--- src/rtl/ct_lsu_dcache_tag_ctrl_if.sv ---
// Request/grant and tag-array bundle for the dcache tag controller.
// The controller side uses the slave modport.
interface ct_lsu_dcache_tag_ctrl_if;
  logic        cp0_lsu_dcache_inv_all;
  logic        ld_tag_req;
  logic [8:0]  ld_tag_idx;
  logic        snq_tag_req;
  logic [8:0]  snq_tag_idx;
  logic        rf_tag_req;
  logic [8:0]  rf_tag_idx;
  logic [51:0] rf_tag_din;
  logic [1:0]  rf_tag_wen;
  logic        ld_tag_grnt;
  logic        snq_tag_grnt;
  logic        rf_tag_grnt;
  logic        tag_rd_vld;
  logic [1:0]  tag_rd_src;
  logic        inv_busy;
  logic        inv_done;
  logic [8:0]  tag_idx;
  logic [51:0] tag_din;
  logic        tag_sel_b;
  logic        tag_gwen_b;
  logic [1:0]  tag_wen_b;
  logic        tag_gateclk_en;

  modport slave (
    input  cp0_lsu_dcache_inv_all,
    input  ld_tag_req, ld_tag_idx,
    input  snq_tag_req, snq_tag_idx,
    input  rf_tag_req, rf_tag_idx,
    input  rf_tag_din, rf_tag_wen,
    output ld_tag_grnt, snq_tag_grnt,
    output rf_tag_grnt,
    output tag_rd_vld, tag_rd_src,
    output inv_busy, inv_done,
    output tag_idx, tag_din, tag_sel_b,
    output tag_gwen_b, tag_wen_b,
    output tag_gateclk_en
  );

  modport master (
    output cp0_lsu_dcache_inv_all,
    output ld_tag_req, ld_tag_idx,
    output snq_tag_req, snq_tag_idx,
    output rf_tag_req, rf_tag_idx,
    output rf_tag_din, rf_tag_wen,
    input  ld_tag_grnt, snq_tag_grnt,
    input  rf_tag_grnt,
    input  tag_rd_vld, tag_rd_src,
    input  inv_busy, inv_done,
    input  tag_idx, tag_din, tag_sel_b,
    input  tag_gwen_b, tag_wen_b,
    input  tag_gateclk_en
  );
endinterface

--- src/rtl/ct_lsu_dcache_tag_ctrl.sv ---
// Dcache tag-array arbiter with invalidate sweep and snoop anti-starvation.
// LSU_DCACHE_TAG_64K_EN selects 512 sets; default is 256 sets.
module ct_lsu_dcache_tag_ctrl (
  input  logic forever_cpuclk,
  input  logic cpurst,
  ct_lsu_dcache_tag_ctrl_if.slave bus
);

`ifdef LSU_DCACHE_TAG_64K_EN
  localparam logic [8:0] IDX_MASK = 9'h1ff;
  localparam logic [8:0] LAST_IDX = 9'h1ff;
`else
  localparam logic [8:0] IDX_MASK = 9'h0ff;
  localparam logic [8:0] LAST_IDX = 9'h0ff;
`endif

  typedef enum logic [1:0] {
    IDLE  = 2'd0,
    SWEEP = 2'd1,
    DONE  = 2'd2
  } state_t;

  state_t      state_q, state_d;
  logic [8:0]  cnt_q, cnt_d;
  logic [1:0]  starve_q, starve_d;
  logic        rd_vld_q;
  logic [1:0]  rd_src_q;
  logic        busy;
  logic        avail;
  logic        sweep_wr;
  logic        snq_boost;
  logic        rf_g, snq_g, ld_g;

  always_comb begin
    state_d = state_q;
    cnt_d   = cnt_q;
    unique case (state_q)
      IDLE: begin
        if (bus.cp0_lsu_dcache_inv_all) begin
          state_d = SWEEP;
          cnt_d   = '0;
        end
      end
      SWEEP: begin
        if (cnt_q == LAST_IDX) begin
          state_d = DONE;
          cnt_d   = '0;
        end else begin
          cnt_d = cnt_q + 9'd1;
        end
      end
      DONE:    state_d = IDLE;
      default: state_d = IDLE;
    endcase
  end

  assign busy     = (state_q != IDLE);
  assign avail    = !busy && !cpurst;
  assign sweep_wr = (state_q == SWEEP) && !cpurst;

  // a starved snoop jumps ahead of refill for exactly one grant
  assign snq_boost = (starve_q == 2'd3) && bus.snq_tag_req;
  assign rf_g  = avail && bus.rf_tag_req && !snq_boost;
  assign snq_g = avail && bus.snq_tag_req && !rf_g;
  assign ld_g  = avail && bus.ld_tag_req && !rf_g && !snq_g;

  always_comb begin
    starve_d = starve_q;
    if (snq_g)
      starve_d = 2'd0;
    else if (bus.snq_tag_req && starve_q != 2'd3)
      starve_d = starve_q + 2'd1;
  end

  always_comb begin
    bus.tag_sel_b  = 1'b1;
    bus.tag_gwen_b = 1'b1;
    bus.tag_wen_b  = 2'b11;
    bus.tag_idx    = '0;
    bus.tag_din    = '0;
    unique case (1'b1)
      sweep_wr: begin
        bus.tag_sel_b  = 1'b0;
        bus.tag_gwen_b = 1'b0;
        bus.tag_wen_b  = 2'b00;
        bus.tag_idx    = cnt_q & IDX_MASK;
      end
      rf_g: begin
        bus.tag_sel_b  = 1'b0;
        bus.tag_gwen_b = 1'b0;
        bus.tag_wen_b  = ~bus.rf_tag_wen;
        bus.tag_idx    = bus.rf_tag_idx & IDX_MASK;
        bus.tag_din    = bus.rf_tag_din;
      end
      snq_g: begin
        bus.tag_sel_b = 1'b0;
        bus.tag_idx   = bus.snq_tag_idx & IDX_MASK;
      end
      ld_g: begin
        bus.tag_sel_b = 1'b0;
        bus.tag_idx   = bus.ld_tag_idx & IDX_MASK;
      end
      default: ;
    endcase
    bus.tag_gateclk_en = !bus.tag_sel_b;
  end

  always_ff @(posedge forever_cpuclk) begin
    if (cpurst) begin
      state_q  <= IDLE;
      cnt_q    <= '0;
      starve_q <= 2'd0;
      rd_vld_q <= 1'b0;
      rd_src_q <= 2'b00;
    end else begin
      state_q  <= state_d;
      cnt_q    <= cnt_d;
      starve_q <= starve_d;
      rd_vld_q <= snq_g | ld_g;
      rd_src_q <= {snq_g, ld_g};
    end
  end

  assign bus.ld_tag_grnt  = ld_g;
  assign bus.snq_tag_grnt = snq_g;
  assign bus.rf_tag_grnt  = rf_g;
  assign bus.tag_rd_vld   = rd_vld_q;
  assign bus.tag_rd_src   = rd_src_q;
  assign bus.inv_busy     = busy;
  assign bus.inv_done     = (state_q == DONE);

endmodule

--- src/flat_wrapper.sv ---
// flat-port wrapper written by rule: the top's interface ports become plain ports
module ct_lsu_dcache_tag_ctrl_flat 
  (forever_cpuclk, cpurst, bus_cp0_lsu_dcache_inv_all, bus_ld_tag_req, bus_ld_tag_idx, bus_snq_tag_req, bus_snq_tag_idx, bus_rf_tag_req, bus_rf_tag_idx, bus_rf_tag_din, bus_rf_tag_wen, bus_ld_tag_grnt, bus_snq_tag_grnt, bus_rf_tag_grnt, bus_tag_rd_vld, bus_tag_rd_src, bus_inv_busy, bus_inv_done, bus_tag_idx, bus_tag_din, bus_tag_sel_b, bus_tag_gwen_b, bus_tag_wen_b, bus_tag_gateclk_en);
  ct_lsu_dcache_tag_ctrl_if bus_i ();
  input  logic forever_cpuclk;
  input  logic cpurst;
  input wire logic [$bits(bus_i.cp0_lsu_dcache_inv_all)-1:0] bus_cp0_lsu_dcache_inv_all;
  input wire logic [$bits(bus_i.ld_tag_req)-1:0] bus_ld_tag_req;
  input wire logic [$bits(bus_i.ld_tag_idx)-1:0] bus_ld_tag_idx;
  input wire logic [$bits(bus_i.snq_tag_req)-1:0] bus_snq_tag_req;
  input wire logic [$bits(bus_i.snq_tag_idx)-1:0] bus_snq_tag_idx;
  input wire logic [$bits(bus_i.rf_tag_req)-1:0] bus_rf_tag_req;
  input wire logic [$bits(bus_i.rf_tag_idx)-1:0] bus_rf_tag_idx;
  input wire logic [$bits(bus_i.rf_tag_din)-1:0] bus_rf_tag_din;
  input wire logic [$bits(bus_i.rf_tag_wen)-1:0] bus_rf_tag_wen;
  output wire logic [$bits(bus_i.ld_tag_grnt)-1:0] bus_ld_tag_grnt;
  output wire logic [$bits(bus_i.snq_tag_grnt)-1:0] bus_snq_tag_grnt;
  output wire logic [$bits(bus_i.rf_tag_grnt)-1:0] bus_rf_tag_grnt;
  output wire logic [$bits(bus_i.tag_rd_vld)-1:0] bus_tag_rd_vld;
  output wire logic [$bits(bus_i.tag_rd_src)-1:0] bus_tag_rd_src;
  output wire logic [$bits(bus_i.inv_busy)-1:0] bus_inv_busy;
  output wire logic [$bits(bus_i.inv_done)-1:0] bus_inv_done;
  output wire logic [$bits(bus_i.tag_idx)-1:0] bus_tag_idx;
  output wire logic [$bits(bus_i.tag_din)-1:0] bus_tag_din;
  output wire logic [$bits(bus_i.tag_sel_b)-1:0] bus_tag_sel_b;
  output wire logic [$bits(bus_i.tag_gwen_b)-1:0] bus_tag_gwen_b;
  output wire logic [$bits(bus_i.tag_wen_b)-1:0] bus_tag_wen_b;
  output wire logic [$bits(bus_i.tag_gateclk_en)-1:0] bus_tag_gateclk_en;
  assign bus_i.cp0_lsu_dcache_inv_all = bus_cp0_lsu_dcache_inv_all;
  assign bus_i.ld_tag_req = bus_ld_tag_req;
  assign bus_i.ld_tag_idx = bus_ld_tag_idx;
  assign bus_i.snq_tag_req = bus_snq_tag_req;
  assign bus_i.snq_tag_idx = bus_snq_tag_idx;
  assign bus_i.rf_tag_req = bus_rf_tag_req;
  assign bus_i.rf_tag_idx = bus_rf_tag_idx;
  assign bus_i.rf_tag_din = bus_rf_tag_din;
  assign bus_i.rf_tag_wen = bus_rf_tag_wen;
  assign bus_ld_tag_grnt = bus_i.ld_tag_grnt;
  assign bus_snq_tag_grnt = bus_i.snq_tag_grnt;
  assign bus_rf_tag_grnt = bus_i.rf_tag_grnt;
  assign bus_tag_rd_vld = bus_i.tag_rd_vld;
  assign bus_tag_rd_src = bus_i.tag_rd_src;
  assign bus_inv_busy = bus_i.inv_busy;
  assign bus_inv_done = bus_i.inv_done;
  assign bus_tag_idx = bus_i.tag_idx;
  assign bus_tag_din = bus_i.tag_din;
  assign bus_tag_sel_b = bus_i.tag_sel_b;
  assign bus_tag_gwen_b = bus_i.tag_gwen_b;
  assign bus_tag_wen_b = bus_i.tag_wen_b;
  assign bus_tag_gateclk_en = bus_i.tag_gateclk_en;
  ct_lsu_dcache_tag_ctrl u_core (.forever_cpuclk(forever_cpuclk), .cpurst(cpurst), .bus(bus_i));
endmodule
--- config.mk ---
export PLATFORM = sky130hd
export DESIGN_NAME = ct_lsu_dcache_tag_ctrl_flat
export DESIGN_NICKNAME = d
export VERILOG_FILES = /design/src/rtl/ct_lsu_dcache_tag_ctrl_if.sv /design/src/rtl/ct_lsu_dcache_tag_ctrl.sv /design/src/flat_wrapper.sv
export SDC_FILE = /design/constraint.sdc
export NUM_CORES = 1
export LEC_CHECK = 0
export ABC_AREA = 1
export BUFFER_PORTS_ARGS = -buffer_cell sky130_fd_sc_hd__buf_2
export CAP_MARGIN = 10
export CELL_PAD_IN_SITES_DETAIL_PLACEMENT = 0
export CELL_PAD_IN_SITES_GLOBAL_PLACEMENT = 2
export CORE_MARGIN = 5
export CORE_UTILIZATION = 13
export DETAILED_ROUTE_END_ITERATION = 8
export PLACE_DENSITY = 0.83
export SLEW_MARGIN = 0
export SYNTH_ARGS = -nofsm -noshare
export SYNTH_HDL_FRONTEND = slang
export SYNTH_SLANG_ARGS = --single-unit
--- constraint.sdc ---
create_clock -name forever_cpuclk -period 2.01 [get_ports forever_cpuclk]
set_clock_uncertainty 0.2 [all_clocks]
set_input_delay 0.201 -clock forever_cpuclk [delete_from_list [all_inputs] [get_ports forever_cpuclk]]
set_output_delay 0.201 -clock forever_cpuclk [all_outputs]
set_load 0.05 [all_outputs]
Yosys cells after proc, flatten, opt, wreduce, memory -nomap -nowiden --
Index checks and enable logic that the tools add are counted.
Operators by class: reduce and logical (&&, ||, !) cells 24, mux-type cells 11, bitwise operators 2, add/subtract/negate cells 2, eq/ne operators 7
Operators with widths (number):
- 52-bit two-way mux | 1
- 8-bit one-hot mux with 4 select lines | 1
- 9-bit two-way mux | 2
- 9-bit one-hot mux with 2 select lines | 1
- 1-bit logical AND | 11
- 9-bit by 1-bit adder with 9-bit output, second input constant | 1
- 9-bit by 8-bit equality test with 1-bit output, second input constant | 1
- 2-bit one-hot mux with 2 select lines | 2
- 1-bit zero test | 5
- 2-bit equality test, second input constant | 2
- 2-bit two-way mux | 2
- 2-bit inequality test, second input constant | 2
- 2-bit AND reduction | 2
- 2-bit nonzero test | 2
- 2-bit OR reduction | 2
- 4-bit OR reduction | 1
- 2-bit by 1-bit adder with 2-bit output, second input constant | 1
- 2-bit by 1-bit equality test with 1-bit output, second input constant | 1
- 2-bit zero test | 1
- 1-bit two-way mux | 2
- 2-bit by 1-bit inequality test with 1-bit output, second input constant | 1
- 2-bit NOT | 1
- 1-bit bitwise OR | 1
Word-level totals: input port bits 87, register bits 16

Logic depth before layout (Yosys ltp) --
word-level depth 11, gate-level depth with buffers 9, depth with buffers taken out 9

Worst setup path before layout --
OpenSTA, ideal clock, no wires.
kind register to output, from register u_core.starve_q[0], to output port bus_tag_wen_b[0], arrival 2.190 ns, cell stages (with the launch flop) 7, setup slack -0.581 ns, path through dfxtp_1 ha_1 nand2_1 nand2_2 nor2_8 inv_2 o21ai_0
Between the ends: word-level cells in the longest chain between the ends 5
Ends and longest elaborated chain:
- start: declaration | RTL line ct_lsu_dcache_tag_ctrl.sv:25 | logic [1:0] starve_q, starve_d;
- start signal: assignment | RTL line ct_lsu_dcache_tag_ctrl.sv:118 | starve_q <= starve_d;
- 2-bit equality test | RTL line ct_lsu_dcache_tag_ctrl.sv:62 | assign snq_boost = (starve_q == 2'd3) && bus.snq_tag_req;
- 1-bit logical AND | RTL line ct_lsu_dcache_tag_ctrl.sv:62
- 1-bit zero test | RTL line ct_lsu_dcache_tag_ctrl.sv:63 | assign rf_g = avail && bus.rf_tag_req && !snq_boost;
- 1-bit logical AND | RTL line ct_lsu_dcache_tag_ctrl.sv:63
- named net bus_rf_tag_grnt | RTL line flat_wrapper.sv:18 | output wire logic [$bits(bus_i.rf_tag_grnt)-1:0] bus_rf_tag_grnt;
- 2-bit one-hot mux with 2 select lines | RTL line ct_lsu_dcache_tag_ctrl.sv:81 | unique case (1'b1)
- end: declaration | RTL line flat_wrapper.sv:27 | output wire logic [$bits(bus_i.tag_wen_b)-1:0] bus_tag_wen_b;
The timed path passes the listed nets, and every way through them passes these cells.

Worst setup path after layout --
from register u_core.state_q[1], to output port bus_tag_wen_b[0]
Between the ends: word-level cells in the longest chain between the ends 6, elaborated cells between the ends (all ways) 8
Ends and longest elaborated chain:
- start: declaration | RTL line ct_lsu_dcache_tag_ctrl.sv:23 | state_t state_q, state_d;
- start signal: assignment | RTL line ct_lsu_dcache_tag_ctrl.sv:116 | state_q <= state_d;
- 2-bit nonzero test | RTL line ct_lsu_dcache_tag_ctrl.sv:57 | assign busy = (state_q != IDLE);
- 1-bit zero test | RTL line ct_lsu_dcache_tag_ctrl.sv:58 | assign avail = !busy && !cpurst;
- 1-bit logical AND | RTL line ct_lsu_dcache_tag_ctrl.sv:58
- 1-bit logical AND (2 in series) | RTL line ct_lsu_dcache_tag_ctrl.sv:63
- 2-bit one-hot mux with 2 select lines * | RTL line ct_lsu_dcache_tag_ctrl.sv:81
Mark *: on every way between the ends. The rest lies on a longest branch, timed or not.

==> metrics list <==
- Sequential cell fraction of total power: 23.8%
- Internal Power: 767.4 uW
* Total of hold buffers inserted after clock tree synthesis: 0
* Total number of nets in the final design: 548
* Most common library cell in the layout ignoring fill and taps: sky130_fd_sc_hd__buf_2
- Detailed placement finished with a half-perimeter wire length of 5.741 mm.
- Area growth from synthesis to final layout: 146.3%
* Post-Synthesis Net Count: 369
* Violations in the final reports: setup timing
* RD Place Congestion: 0.7976
- Worst reg2reg path startpoint: u_core.starve_q[1]
- DR vias: 2267
- 161 I/O pins were placed.
- Cell area after technology mapping: 0.001454 mm2
* Critical path required time: 1.61 ns
* Via count of the first global-routing pass: 2438
- The share of the Yosys chip area taken by registers is 22.03%.
- Buffers inserted during clock tree synthesis total 3.
- In the layout the commonest cells are 91 x sky130_fd_sc_hd__buf_2, 73 x sky130_fd_sc_hd__inv_1, 48 x sky130_fd_sc_hd__buf_6, 44 x sky130_fd_sc_hd__nor2_4, 38 x sky130_fd_sc_hd__nand2_1.
- Entering global routing, the biggest net connects 19 pins.
* Skew-Pair Late Insertion Delay: 0.25 ns
* Synthesized instance count: 280
* Cell count of the worst reg-to-reg path: 12
- In this run the tightest slew margin relative to its limit is 67.04%.
- The detail route stage leaves a number of antenna-violating nets equal to 0.
- Mapped Avg Cell Area: 5.192 um2
* Area of all placed cells without fillers: 0.003581 mm2
* Global routing usage on met3: 3.290%
- Total die area: 0.01340 mm2
- For this run, the number of Yosys warnings is 0.
- Core Region: 0.01089 mm2
- Switching share of total power: 45.70%
* Buffer levels on the longest clock path: 2
* Initial Utilization: 13.35%
- Clock tree synthesis selected as its root buffer the cell sky130_fd_sc_hd__clkbuf_8.
* Leakage power total: 1.872 nW
- Hold violation count in the final report: 0
- Counting every sink on the clock net gives 16.
* Fillcell total: 1181
* Horizontal die dimension: 115.8 um
- For flop-to-flop paths, the worst setup slack is 0.10 ns.
* Fin crit share: 100.1%
* Critical setup path kind: flip-flop to primary output
- Diode count: 0
- The tightest min-delay check is of the input port to flip-flop type.
* Final count of pins violating max slew: 0
* H-tree depth reported by CTS: 1
- PnR Total Power: 1.413 mW
- Combinational fraction of design power: 58.8%
* Startpoint type of the worst setup path: flip-flop
- Worst Path Arrival: 1.61 ns
- Total gr overflow: 0
- Switching component of the power: 645.8 uW
- Yosys reg bits: 16
- In this run the critical register-to-register path is captured at u_core.starve_q[0].
* Met2 track utilization from global routing: 18.06%
- Share of final-layout standard cells stronger than drive strength 1: 59.30%
- Met1 capacity usage during global routing: 11.52%
- Per report_power, the clock group accounts for 17.4% of the total.
- The placed instances occupy a cell area of 0.002869 mm2.
* Transition time of the tightest slew-check pin: 0.4893 ns
- Startpoint of the worst setup timing path: u_core.state_q[1]
- PortBufs: 156
- Global-route usage over all layers: 10.13%
* Antenna violations before repair: 1
- For this block, the routed nets add up to 7.109 mm of wire.
* Rows: 38
* Drt drc: 0
* Peak supply drop: 0.2050 mV
- The flow ran to the end, but the final reports show violations.
- In this run the worst path has a maximum fanout of 8.
- # setup viols final: 1
- After synthesis, the netlist uses 21 different library cells.
* Wire length of the first global-routing pass: 11.03 mm
- RSZ-0062 raised after global routing: yes
- Prior to clock tree synthesis, the placed netlist has a worst setup slack of -0.003978 ns.
- STA classifies the critical path endpoint as a primary output.
* Per-cell via count in the routed design: 3.797
* Post-route setup slack: -0.002114 ns
- The die is 115.8 um tall.
- Setup Total Neg Slack: -0.002114 ns
* Post-DR wirelength/cell: 11.91 um
- The pre-antenna-repair detailed-routing pass consisted of 4 iterations.
- Number of maximum-capacitance constraint violations: 0
* Finished Core Util: 32.89%
- Pwr Density: 394.6 mW/mm2
- Clk pin slew, worst setup/hold paths: 0.07 ns
* Iteration-0 DRC Markers: 42
- TritonCTS clock tree: done
- For this run, the top clock speed supported by timing is 497.0 MHz.
- The global routing stage identified its most utilized layer as met2.
- Final Critical Period: 2.012 ns
* Crit path to: bus_tag_wen_b[0]
-- power by group through the flow --
stage	sequential [mW]	clock, mW	combinational (mW)
after floorplan	0.352	0	0.464
after global placement	0.341	0	0.684
final	0.337	0.245	0.831
after CTS	0.337	0.254	0.795
after detailed placement	0.342	0	0.687
after global routing	0.338	0.276	0.884
-- worst min path at each step --
stage	start	endpoint	slack, ns	cells past startpoint
global placement	u_core.starve_q[1]	u_core.starve_q[1]	0.25	2
finish	bus_snq_tag_req	u_core.bus.tag_rd_src[0]	0.04	2
CTS	bus_snq_tag_req	u_core.bus.tag_rd_src[0]	0.02	2
detailed placement	u_core.starve_q[1]	u_core.starve_q[1]	0.27	2
floorplan	cpurst	u_core.cnt_q[1]	0.07	1
global route	bus_snq_tag_req	u_core.bus.tag_rd_src[0]	0.06	2
-- final cells by class --
| cell class | instances | area [um2] | area share [%] |
|---|---|---|---|
| inverter | 78 | 306.5 | 8.560 |
| sequential | 16 | 324.1 | 9.050 |
| timing repair inverter | 1 | 7.507 | 0.2096 |
| clock buffer | 3 | 41.29 | 1.153 |
| timing repair buffer | 178 | 1454 | 40.60 |
| tap | 140 | 175.2 | 4.892 |
| multi-input combinational | 181 | 1272 | 35.53 |
-- registers in the layout (all words and copies together) (netlist names) --
name,count
u_core.cnt_q,9
u_core.state_q,2
u_core.bus.tag_rd_vld,1
u_core.bus.tag_rd_src,2
u_core.starve_q,2
-- layer usage --
metal | part of all wire (%) | vias up
met5 | 0.18 | -
met4 | 1.5 | 2
met3 | 12 | 9
met2 | 49 | 119
met1 | 38 | 966
li1 | - | 1171
-- synthesized netlist by cell type --
cell type | number | area share, %
sky130_fd_sc_hd__a21oi_1 | 13 | 4.5
sky130_fd_sc_hd__nand2_1 | 41 | 11
sky130_fd_sc_hd__nand2_2 | 4 | 1.7
sky130_fd_sc_hd__nor2_2 | 1 | 0.43
sky130_fd_sc_hd__nor2_1 | 79 | 20
sky130_fd_sc_hd__o21ai_0 | 5 | 1.7
sky130_fd_sc_hd__xor2_1 | 1 | 0.60
sky130_fd_sc_hd__clkinv_1 | 1 | 0.26
sky130_fd_sc_hd__inv_2 | 4 | 1.0
sky130_fd_sc_hd__nor2_4 | 2 | 1.5
sky130_fd_sc_hd__conb_1 | 1 | 0.26
sky130_fd_sc_hd__dfxtp_1 | 16 | 22
sky130_fd_sc_hd__nand3b_1 | 1 | 0.52
sky130_fd_sc_hd__nor3_1 | 1 | 0.34
sky130_fd_sc_hd__nand4_1 | 3 | 1.3
sky130_fd_sc_hd__ha_1 | 2 | 1.7
sky130_fd_sc_hd__buf_2 | 5 | 1.7
sky130_fd_sc_hd__nand3_1 | 25 | 8.6
sky130_fd_sc_hd__nor2_8 | 1 | 1.4
sky130_fd_sc_hd__buf_4 | 1 | 0.52
sky130_fd_sc_hd__inv_1 | 73 | 19
-- critical path, cell delays in order (launching register included) --
cell and delay (ns):
sky130_fd_sc_hd__dfxtp_2 0.35, sky130_fd_sc_hd__nor2_4 0.18, sky130_fd_sc_hd__nand2_4 0.09, sky130_fd_sc_hd__nor2_8 0.18
sky130_fd_sc_hd__inv_12 0.07, sky130_fd_sc_hd__buf_16 0.15, sky130_fd_sc_hd__o21ai_4 0.16, sky130_fd_sc_hd__buf_8 0.16
-- through the flow --
stage               cells  hold WS [ns]
global route          597       0.06124
global placement      579        0.2503
detailed placement    579        0.2711
floorplan             280       0.07007
CTS                   596       0.01615
finish                597       0.04471
-- logic make-up after synthesis --
| group | Yosys count | share of synthesized area [%] |
|---|---|---|
| xor+xnor | 1 | 0.6025 |
| fa+ha+maj | 2 | 1.721 |
| flops | 16 | 22.03 |
| buf+inv | 84 | 22.37 |
| compound gates | 18 | 6.196 |
| simple gates | 158 | 46.82 |
| other cells | 1 | 0.2579 |
-- what timing repair did --
item                       4_1_cts  5_1_grt
setup buffers                   11        2
gates cloned                     3        0
gates resized for setup        115       50
setup endpoints to repair       63       69
pin swaps                        4        4
No activity file was read; power rests on OpenSTA's default activity.
